### src/rtl/fetch_pkg.sv
// fetch_pkg - shared types and constants for the MIPS32 instruction-fetch stage.
// Used by fetch_stage and fetch_buffer.
package fetch_pkg;

    // Fetch controller states.
    // IDLE: one cycle after reset, then REQ.
    // REQ:  normal fetching.
    // KILL: waiting for the ack of a request that a redirect discarded.
    typedef enum logic [1:0] {
        IDLE = 2'd0,
        REQ  = 2'd1,
        KILL = 2'd2
    } fetch_state_e;

    localparam logic [31:0] NOP_INSTR        = 32'h0000_0000;
    localparam logic [31:0] PC_STEP          = 32'd4;
    localparam logic [31:0] DEFAULT_RESET_PC = 32'h0000_0000;

    // Instruction addresses are word aligned; the low two bits of a target are dropped.
    function automatic logic [31:0] word_align(input logic [31:0] addr);
        return {addr[31:2], 2'b00};
    endfunction

endpackage

### src/rtl/fetch_buffer.sv
// fetch_buffer - single-entry holding register between instruction memory and IF/ID.
// Invalidate beats load beats consume.
// A load on the same edge as a consume keeps the entry valid with the new data.
import fetch_pkg::*;

module fetch_buffer (
    input  logic        clk_i,
    input  logic        rst_i,
    input  logic        load_i,
    input  logic        consume_i,
    input  logic        invalidate_i,
    input  logic [31:0] instr_i,
    input  logic [31:0] pc_i,
    output logic        valid_o,
    output logic [31:0] instr_o,
    output logic [31:0] pc_o
);

    logic        valid_q;
    logic [31:0] instr_q;
    logic [31:0] pc_q;

    // Occupancy flag: cleared by a redirect or by IF/ID taking the entry, set by a new response.
    always_ff @(posedge clk_i or posedge rst_i) begin
        // NOTE: clocked state uses non-blocking <= so every flop samples pre-edge values.
        if (rst_i) begin
            valid_q <= 1'b0;
        end else if (invalidate_i) begin
            valid_q <= 1'b0;
        end else if (load_i) begin
            valid_q <= 1'b1;
        end else if (consume_i) begin
            valid_q <= 1'b0;
        end
    end

    // Payload capture on each accepted response.
    always_ff @(posedge clk_i or posedge rst_i) begin
        // NOTE: this single entry is reset so that IF/ID sees a NOP with PC+4 = 4 out of reset.
        // A deeper RAM-style store would normally not be reset.
        if (rst_i) begin
            instr_q <= NOP_INSTR;
            pc_q    <= 32'h0000_0000;
        end else if (load_i && !invalidate_i) begin
            instr_q <= instr_i;
            pc_q    <= pc_i;
        end
    end

    assign valid_o = valid_q;
    assign instr_o = instr_q;
    assign pc_o    = pc_q;

endmodule

### src/rtl/fetch_stage.sv
// fetch_stage - MIPS32 instruction-fetch stage feeding the IF/ID register.
// Owns the PC, talks req/ack to instruction memory, buffers one instruction,
// and handles stalls and branch/jump redirects (killing in-flight fetches).
// Optional performance counters are built when FETCH_PERF_CNT_EN is defined;
// otherwise o_instr_cnt and o_kill_cnt are tied to zero.
import fetch_pkg::*;

module fetch_stage #(
    parameter logic [31:0] RESET_PC = DEFAULT_RESET_PC,
    parameter int          DATA_W   = 32
) (
    input  logic              i_clk,
    input  logic              i_a_rst,
    input  logic              i_stall,
    input  logic              i_redirect,
    input  logic [DATA_W-1:0] i_redirect_pc,
    output logic              o_imem_req,
    output logic [DATA_W-1:0] o_imem_addr,
    input  logic              i_imem_ack,
    input  logic [DATA_W-1:0] i_imem_rdata,
    output logic [DATA_W-1:0] o_instr_fetch,
    output logic [DATA_W-1:0] o_PC_4_fetch,
    output logic              o_dec_we,
    output logic              o_dec_s_rst,
    output logic [DATA_W-1:0] o_instr_cnt,
    output logic [DATA_W-1:0] o_kill_cnt
);

    fetch_state_e      state_q;
    logic [DATA_W-1:0] pc_q;
    logic [DATA_W-1:0] req_addr_q;
    logic [DATA_W-1:0] redirect_tgt;

    logic              buf_valid;
    logic [DATA_W-1:0] buf_instr;
    logic [DATA_W-1:0] buf_pc;

    logic              dec_we;
    logic              imem_req;
    logic              ack;
    logic              buf_load;

    assign redirect_tgt = word_align(i_redirect_pc);

    // Handshake and IF/ID write-enable from current state and buffer occupancy.
    always_comb begin
        // NOTE: every signal gets a default first so no path can infer a latch.
        dec_we   = buf_valid & ~i_stall & ~i_redirect;
        imem_req = 1'b0;
        case (state_q)
            // A new request goes out only if the buffer will have room at the next edge.
            REQ:     imem_req = ~buf_valid | dec_we;
            KILL:    imem_req = 1'b1;
            default: imem_req = 1'b0;
        endcase
        ack      = imem_req & i_imem_ack;
        buf_load = (state_q == REQ) & ack & ~i_redirect;
    end

    // Fetch controller: PC, request address and the kill sequencing.
    // req_addr only changes when no request is pending.
    always_ff @(posedge i_clk or posedge i_a_rst) begin
        if (i_a_rst) begin
            state_q    <= IDLE;
            pc_q       <= RESET_PC;
            req_addr_q <= RESET_PC;
        end else begin
            case (state_q)
                IDLE: begin
                    state_q <= REQ;
                    if (i_redirect) begin
                        pc_q       <= redirect_tgt;
                        req_addr_q <= redirect_tgt;
                    end
                end
                REQ: begin
                    if (i_redirect) begin
                        pc_q <= redirect_tgt;
                        if (imem_req && !i_imem_ack) begin
                            // The pending request must still finish at its old address.
                            state_q <= KILL;
                        end else begin
                            req_addr_q <= redirect_tgt;
                        end
                    end else if (ack) begin
                        pc_q       <= pc_q + PC_STEP;
                        req_addr_q <= pc_q + PC_STEP;
                    end
                end
                KILL: begin
                    if (i_redirect) begin
                        pc_q <= redirect_tgt;
                    end
                    if (ack) begin
                        state_q    <= REQ;
                        req_addr_q <= i_redirect ? redirect_tgt : pc_q;
                    end
                end
                default: state_q <= IDLE;
            endcase
        end
    end

    fetch_buffer u_buffer (
        .clk_i        (i_clk),
        .rst_i        (i_a_rst),
        .load_i       (buf_load),
        .consume_i    (dec_we),
        .invalidate_i (i_redirect),
        .instr_i      (i_imem_rdata),
        .pc_i         (req_addr_q),
        .valid_o      (buf_valid),
        .instr_o      (buf_instr),
        .pc_o         (buf_pc)
    );

    assign o_imem_req    = imem_req;
    assign o_imem_addr   = req_addr_q;
    assign o_instr_fetch = buf_instr;
    assign o_PC_4_fetch  = buf_pc + PC_STEP;
    assign o_dec_we      = dec_we;
    assign o_dec_s_rst   = i_redirect;

`ifdef FETCH_PERF_CNT_EN
    logic              dropped;
    logic [DATA_W-1:0] instr_cnt_q;
    logic [DATA_W-1:0] kill_cnt_q;

    // A response is dropped when a kill completes or when a redirect lands with the ack.
    assign dropped = ack & ((state_q == KILL) | i_redirect);

    // Count IF/ID writes and discarded responses; both wrap naturally.
    always_ff @(posedge i_clk or posedge i_a_rst) begin
        if (i_a_rst) begin
            instr_cnt_q <= '0;
            kill_cnt_q  <= '0;
        end else begin
            if (dec_we) begin
                instr_cnt_q <= instr_cnt_q + 1'b1;
            end
            if (dropped) begin
                kill_cnt_q <= kill_cnt_q + 1'b1;
            end
        end
    end

    assign o_instr_cnt = instr_cnt_q;
    assign o_kill_cnt  = kill_cnt_q;
`else
    assign o_instr_cnt = '0;
    assign o_kill_cnt  = '0;
`endif

endmodule

### config.mk
export PLATFORM = sky130hd
export DESIGN_NAME = fetch_stage
export DESIGN_NICKNAME = d
export VERILOG_FILES = /design/src/rtl/fetch_pkg.sv /design/src/rtl/fetch_buffer.sv /design/src/rtl/fetch_stage.sv
export SDC_FILE = /design/constraint.sdc
export NUM_CORES = 1
export LEC_CHECK = 0
export ABC_AREA = 1
export BUFFER_PORTS_ARGS = -buffer_cell sky130_fd_sc_hd__buf_2
export CORE_MARGIN = 3
export CORE_UTILIZATION = 50
export CTS_CLUSTER_DIAMETER = 120
export DETAILED_ROUTE_END_ITERATION = 10
export PLACE_DENSITY = 0.76
export REMOVE_ABC_BUFFERS = 1
export SLEW_MARGIN = 20
export SYNTH_ARGS = -nofsm -noshare
export SYNTH_HDL_FRONTEND = slang
export SYNTH_SLANG_ARGS = --single-unit
### constraint.sdc
create_clock -name i_clk -period 5 [get_ports i_clk]
set_clock_uncertainty 0.15 [all_clocks]
set_input_delay 0.75 -clock i_clk [delete_from_list [all_inputs] [get_ports i_clk]]
set_output_delay 0.75 -clock i_clk [all_outputs]
set_load 0.02 [all_outputs]
==> results of run 1 <==
logic make-up after synthesis:
| group | Yosys count | synth area share [%] |
|---|---|---|
| AO/OA/AOI/OAI | 187 | 12.7 |
| XOR/XNOR | 23 | 2.38 |
| adder cells (fa/ha/maj) | 7 | 1.04 |
| buffers and inverters | 218 | 13.6 |
| flip-flops | 131 | 38.8 |
| multiplexers | 41 | 5.47 |
| other | 1 | 0.0444 |
| AND/OR/NAND/NOR | 516 | 25.9 |
cell usage after synthesis, types with 3 or more instances:
master	n	share of area, %
mux2_2	41	5.5
o21ai_0	63	3.7
nor2_1	145	6.4
inv_2	5	0.22
nand4_1	14	1.0
buf_6	5	0.67
buf_2	17	1.0
a21oi_1	74	4.4
nor3_2	4	0.47
nand3_2	4	0.47
nand3_1	68	4.0
o221ai_1	3	0.31
nor4_1	3	0.22
inv_1	96	4.3
dfrtp_1	131	39
nor3_1	7	0.41
xor2_1	17	1.8
a21oi_2	16	1.7
clkbuf_1	21	0.93
nor2_2	5	0.37
o211ai_1	11	0.98
ha_1	7	1.0
xnor2_1	6	0.62
o21ai_1	7	0.41
nand2_1	258	11
buf_4	71	6.3
critical path, cell delays in order, from the launching register on:
cell      delay (ns)
dfrtp_1         0.38
ha_1            0.19
nand3_1         0.25
nor2_1          0.19
nand3_1         0.17
nor4_4          0.37
nand3_1         0.11
a21boi_0        0.22
buf_2           0.21
where the power goes:
part	switching, mW	internal, mW	leakage [nW]	total, mW
clock	0.473	0.759	0.278	1.23
combinational	2.35	1.16	3.14	3.51
sequential	0.471	1.59	1.59	2.06
total	3.29	3.50	5.01	6.80
through the flow:
step / util, % / area, um^2 / power [mW] / hold slack [ns] / worst slack (ns)
3_3_place_gp: 56.2 / 9120 / 5.43 / 0.318 / 1.64
3_5_place_dp: 56.2 / 9120 / 5.52 / 0.331 / 1.59
2_1_floorplan: - / 7920 / 4.38 / 0.309 / 0.602
6_report: 59.8 / 9710 / 6.80 / 0.295 / 1.58
4_1_cts: 59.8 / 9710 / 6.79 / 0.345 / 1.55
5_1_grt: 59.8 / 9710 / 7.30 / 0.357 / 1.38
flip-flops by register name (all words and copies together) (netlist names):
| signal | flops |
|---|---|
| o_imem_addr | 32 |
| u_buffer.pc_o | 32 |
| u_buffer.instr_o | 32 |
| pc_q | 32 |
| u_buffer.valid_o | 1 |
| state_q | 2 |
layout by cell type (no fill, tap or decap), types with 4 or more instances in the layout:
master	Yosys	layout
xnor2_1	6	6
nand3_1	68	68
nor3_1	7	7
nor2_1	145	144
inv_2	5	5
clkinvlp_4	0	4
xor2_1	17	17
nor2_2	5	6
mux2_2	41	41
buf_2	17	165
nand4_1	14	14
o21ai_0	63	63
clkbuf_16	0	17
inv_1	96	95
nor3_2	4	4
ha_1	7	7
nand2_1	258	258
conb_1	1	64
o21ai_1	7	7
a21oi_2	16	16
buf_4	71	12
a21oi_1	74	74
o211ai_1	11	11
dfrtp_1	131	131
per-layer routing:
layer	vias up	GRT usage (%)	wire (um)
met1	3538	30.8	9190
li1	3800	-	-
met4	2	8.51	454
met5	-	0	13
met3	42	6.29	2070
met2	350	40.8	10700
area by class of cell:
cell class | instances | share of cell area (%)
Multi-Input combinational cell | 838 | 44.0
Sequential cell | 131 | 33.8
Timing Repair Buffer | 177 | 9.43
Clock buffer | 20 | 4.70
Inverter | 102 | 4.02
Tap cell | 216 | 2.78
Clock inverter | 12 | 1.35
worst max-delay path by stage:
stage / start / endpoint / slack [ns] / depth (start not counted)
3_3_place_gp: i_redirect / o_imem_addr[2]$_DFFE_PP0P_ / 1.64 / 10
6_report: u_buffer.pc_o[2]$_DFFE_PP0P_ / o_PC_4_fetch[24] / 1.58 / 8
2_1_floorplan: i_a_rst / o_imem_addr[0]$_DFFE_PP0P_ / 0.60 / 1
4_1_cts: u_buffer.pc_o[2]$_DFFE_PP0P_ / o_PC_4_fetch[28] / 1.55 / 10
3_5_place_dp: i_redirect / o_imem_addr[9]$_DFFE_PP0P_ / 1.59 / 10
5_1_grt: u_buffer.pc_o[2]$_DFFE_PP0P_ / o_PC_4_fetch[28] / 1.38 / 10
==> results.cfg, run 1 <==
[final_layout]
layout.cells.non_filler = 1496
seqCellArea_um2 = 3280
drive_above_1_share_pct = 23.3
antennaDiodeCount = 0
final_nets = 1343
fill_cells = 1481
multiInputGateArea_um2 = 4270
area_growth_pct = 15.0

[route]
drtIter0Drc = 642
drt.antenna.violating_nets = 0
finalWirelength_um = 22500
drc = 0
vias = 7732
drtPass1Iterations = 6
avgViaCountPerCell = 5.17
routedWlPerCell_um = 15.0

[worst_setup_path]
r2r-end = o_imem_addr[9]$_DFFE_PP0P_
worst-path-max-fanout = 7
worst_setup_path_start_kind = flip-flop
cp_data_required_time_ns = 4.10
regToRegSetupSlack_ns = 1.70
critPathArrivalTime_ns = 2.52
end_kind = output pin
worstSetupPathType = flip-flop to output pin
r2r-start = state_q[1]$_DFFE_PP0P_
r2r_cells = 10

[power_and_ir_drop]
power.density_nw_per_um2 = 700
power.leakage_nw = 5.01
vdd_drop_max_uv = 447

[placement]
port_buffers = 165
hpwl_um = 15600
place_congestion = 0.922
placed_cells_incl_taps = 1464

[timing]
fin_tns_setup_ns = 0
min_period_over_period_pct = 68.4
worst_slew_pin_slew_ns = 0.958
max_freq_ghz = 0.292
hold_viol_final = 0
relSlewSlack_pct = 36.1
rsz0062_at_grt = false
fin_crit_ns = 3.42
setup_viol = 0
slew_violations = 0

[cts]
post_cts_buffers = 0
cts_buffers = 17
clockRootBuffer = clkbuf_16
clock_path_buffers = 2
cts-resized-gates = 0
ctsHoldBuffers = 0
htreeDepth = 4
clkSinkCount = 131
cts_tree = built
clkLatencyLatePin_ns = 0.42
clk_pin_slew_ns = 0.06

[grt]
grt_pass1_vias = 7343
antenna_found_initial = 1
grt-ovfl-total = 0
grt_max_degree = 89
grt_pass1_wl_um = 35900
grtUsageTotal_pct = 24.4

[logic_synthesis]
synthArstFlopShare_pct = 100
yosysSeqAreaShare_pct = 38.8
synth_ff_type = dfrtp_1
ys_seq_elements = 131
synthCells = 1124
avgSynthCellArea_um2 = 7.52
synth_area_um2 = 8450
ys_warn_count = 0
synth_edf_count = 0
ys_types = 44

[worst_hold_path]
min_path_type = input port to asynchronous set/reset pin

[die]
dieArea_um2 = 18500
num_rows = 46
initial_core_util_pct = 52.1
chipHeight_um = 136
die_w_um = 136
io_pins = 232
core_um2 = 16200

[flow_run]
cap_violations = 0

[run_status]
status = completed
Note: power is estimated with default switching activity, not from simulation.
==> run 2, diff against run 1 <==
- ABC_AREA: 1 -> 0
- CORE_UTILIZATION: 50 -> 48
- clock period: 5 -> 3 ns (I/O delays scaled with it)
==> run 2 against run 1 <==
  * Non-clock buffer count is 34 higher
  * Largest cell class unchanged
  * Count of clock-buffer cells in the layout stayed put
  * Cell count is 13% lower
  * Global-route usage fell by 0.35 points
  * Die area is 1.3% higher
  * Wire length is 2.5% higher
  * Sequential cell count is the same
  * Critical path type unchanged
==> results.cfg, run 2 <==
[timing]
max_freq_ghz = 0.340
fin_tns_setup_ns = 0
worst_slew_pin_slew_ns = 0.641
hold_viol_final = 0
rsz0062_at_grt = true
setup_viol = 0
slew_violations = 0
fin_crit_ns = 2.94
min_period_over_period_pct = 98.1
relSlewSlack_pct = 57.1

[power_and_ir_drop]
share_comb_of_total_power_pct = 50.3
p_sw_mw = 5.30
power.density_nw_per_um2 = 1170
sequentialPowerShare_pct = 30.9
power_mw = 11.6
clockPowerShare_pct = 18.8
power.leakage_nw = 4.49
swShare_pct = 45.7
vdd_drop_max_uv = 538
p_int_mw = 6.31

[die]
num_rows = 47
io_pins = 232
core_um2 = 16700
chipHeight_um = 137
initial_core_util_pct = 49.2
die_w_um = 137
dieArea_um2 = 18700

[worst_setup_path]
cp_data_required_time_ns = 2.40
end_kind = output pin
r2r-end = o_imem_addr[21]$_DFFE_PP0P_
worst_setup_path_start_kind = flip-flop
critPathArrivalTime_ns = 2.34
r2r_cells = 8
worst-path-max-fanout = 5
regToRegSetupSlack_ns = 0.22
r2r-start = state_q[0]$_DFFE_PP0P_
worstSetupPathType = flip-flop to output pin

[grt]
grt-ovfl-total = 0
antenna_found_initial = 2
grt_pass1_wl_um = 35500
grt_pass1_vias = 6949
grtUsageTotal_pct = 24.0
grt_max_degree = 56

[logic_synthesis]
synth-adder-area-share_pct = 1.07
ys_types = 72
synth_most_common_cell = dfrtp_1
ys_seq_elements = 131
avgSynthCellArea_um2 = 9.12
synth_compound_area_share_pct = 16.9
synthTopCellsByArea = dfrtp_1 (40%), mux2_2 (9.7%), buf_4 (6.4%), o21ai_0 (4.0%), nand2_1 (3.9%)
ys_top_cells_by_count = dfrtp_1 (131), nand2_1 (85), mux2_2 (71)
synth_mux_area_share_pct = 11.2
yosys.area_share.xor_xnor_pct = 3.30
synth_edf_count = 0
synth_largest_area_cell = dfrtp_1
synthCells = 902
yosysSeqAreaShare_pct = 39.9
synthArstFlopShare_pct = 100
synthSimpleGateAreaFrac_pct = 17.1
synth_top_family_by_area = simple AND/OR/NAND/NOR gates
synth_ff_type = dfrtp_1
ys_warn_count = 0
synth_area_um2 = 8220
synth_top_area_share_pct = 39.9

[cts]
cts_tree = built
clkSinkCount = 131
htreeDepth = 4
clock_path_buffers = 2
cts_buffers = 17
clockRootBuffer = clkbuf_16
clk_pin_slew_ns = 0.06
clkLatencyLatePin_ns = 0.42

[route]
drc = 0
wl_met1_um = 9250
drtPass1Iterations = 7
drtIter0Drc = 720
top_layer = met5
drt.antenna.violating_nets = 0
finalWirelength_um = 23000
routedWlPerCell_um = 17.6
vias = 7491
avgViaCountPerCell = 5.74
dr_wl_met3_um = 2280
wl_met2_um = 10900

[placement]
port_buffers = 165
place_congestion = 0.946
hpwl_um = 16800

[worst_hold_path]
min_from = i_imem_rdata[26]
holdPathStages = 2
min_path_type = input port to flip-flop
hold_end = u_buffer.instr_o[26]$_DFFE_PP0P_

[final_layout]
antennaDiodeCount = 0
most-common-layout-cells = buf_2 (160), dfrtp_1 (131), nand2_1 (85), mux2_2 (71), o21ai_0 (65)
fin_util_pct = 59.5
final_nets = 1147
fill_cells = 1430
area_growth_pct = 20.8
drive_above_1_share_pct = 31.5
layout.cells.most_common = buf_2

[run_status]
status = completed

[flow_run]
cap_violations = 0
[run 2: changes by cell type after synthesis, sizes merged, moves of 9 or more]
cell / before / now
mux2i: 0 / 12
o31ai: 1 / 16
a21oi: 91 / 49
nor3: 11 / 24
mux2: 41 / 71
inv: 102 / 27
nor2: 152 / 66
xor2: 17 / 8
clkbuf: 22 / 31
xnor2: 6 / 23
nand2: 260 / 85
nand3: 73 / 37
and3: 0 / 11
[run 2: final cells by class]
type,instances,area [um^2],area share (%)
Clock buffer,20,447,4.50
Clock inverter,12,179,1.80
Inverter,27,104,1.05
Multi-Input combinational cell,683,4390,44.2
Sequential cell,131,3280,33.0
Tap cell,220,275,2.77
Timing Repair Buffer,211,1260,12.7
[run 2: cell families (layout without fill, tap and decap cells)]
logic type      after synthesis  after routing
buf+inv                     151            270
mux                          83             83
compound gates              217            217
flops                       131            131
simple gates                281            281
other cells                   1             64
xor+xnor                     31             31
fa+ha+maj                     7              7
[run 2: per-stage QoR]
step | hold slack (ns) | std cells | setup slack, ns | area, um^2
final | 0.114 | 1304 | 0.0562 | 9940
after floorplan | 0.303 | 841 | -1.53 | 7690
after CTS | 0.0994 | 1300 | 0.0325 | 9860
after detailed placement | 0.320 | 1266 | 0.273 | 9190
after global placement | 0.319 | 1266 | 0.327 | 9190
after global routing | 0.0950 | 1304 | -0.0718 | 9940
[run 2: worst max-delay path by stage]
stage	from	to	slack, ns
after detailed placement	state_q[0]$_DFFE_PP0P_	o_imem_addr[21]$_DFFE_PP0P_	0.27
after global routing	u_buffer.pc_o[7]$_DFFE_PP0P_	o_PC_4_fetch[27]	-0.07
after floorplan	state_q[1]$_DFFE_PP0P_	o_imem_addr[22]$_DFFE_PP0P_	-1.53
after CTS	u_buffer.pc_o[2]$_DFFE_PP0P_	o_PC_4_fetch[28]	0.03
after global placement	u_buffer.pc_o[8]$_DFFE_PP0P_	o_PC_4_fetch[31]	0.33
final	u_buffer.pc_o[7]$_DFFE_PP0P_	o_PC_4_fetch[31]	0.06
[run 2: what timing repair did]
action / in CTS / in global routing
buffers inserted: 1 / 4
gates resized for setup: 5 / 11
endpoints found under the setup margin: 8 / 8
pin swaps: 1 / 8
hold buffers: 1 / 0
hold endpoints to repair: 36 / 0
[run 2: power by group through the flow]
stage | registers [mW] | clock network (mW) | logic [mW]
after detailed placement | 3.59 | 0 | 5.68
after floorplan | 3.87 | 0 | 3.16
after CTS | 3.56 | 2.22 | 5.73
after global placement | 3.54 | 0 | 5.59
final | 3.59 | 2.19 | 5.84
after global routing | 3.73 | 2.30 | 6.33
[run 2: worst max-delay path, cell delays in order (launching register included)]
cell	delay [ns]
dfrtp_1	0.42
nand4_1	0.21
nor4b_4	0.37
nand4_1	0.17
buf_6	0.16
nor2_4	0.14
nand3_2	0.12
xnor2_2	0.18
buf_4	0.16
[run 2: per-layer routing]
layer	vias up	global-route usage [%]
met5	-	0
met3	50	6.36
met4	4	8.87
met1	3552	30.8
met2	430	39.2
li1	3455	-
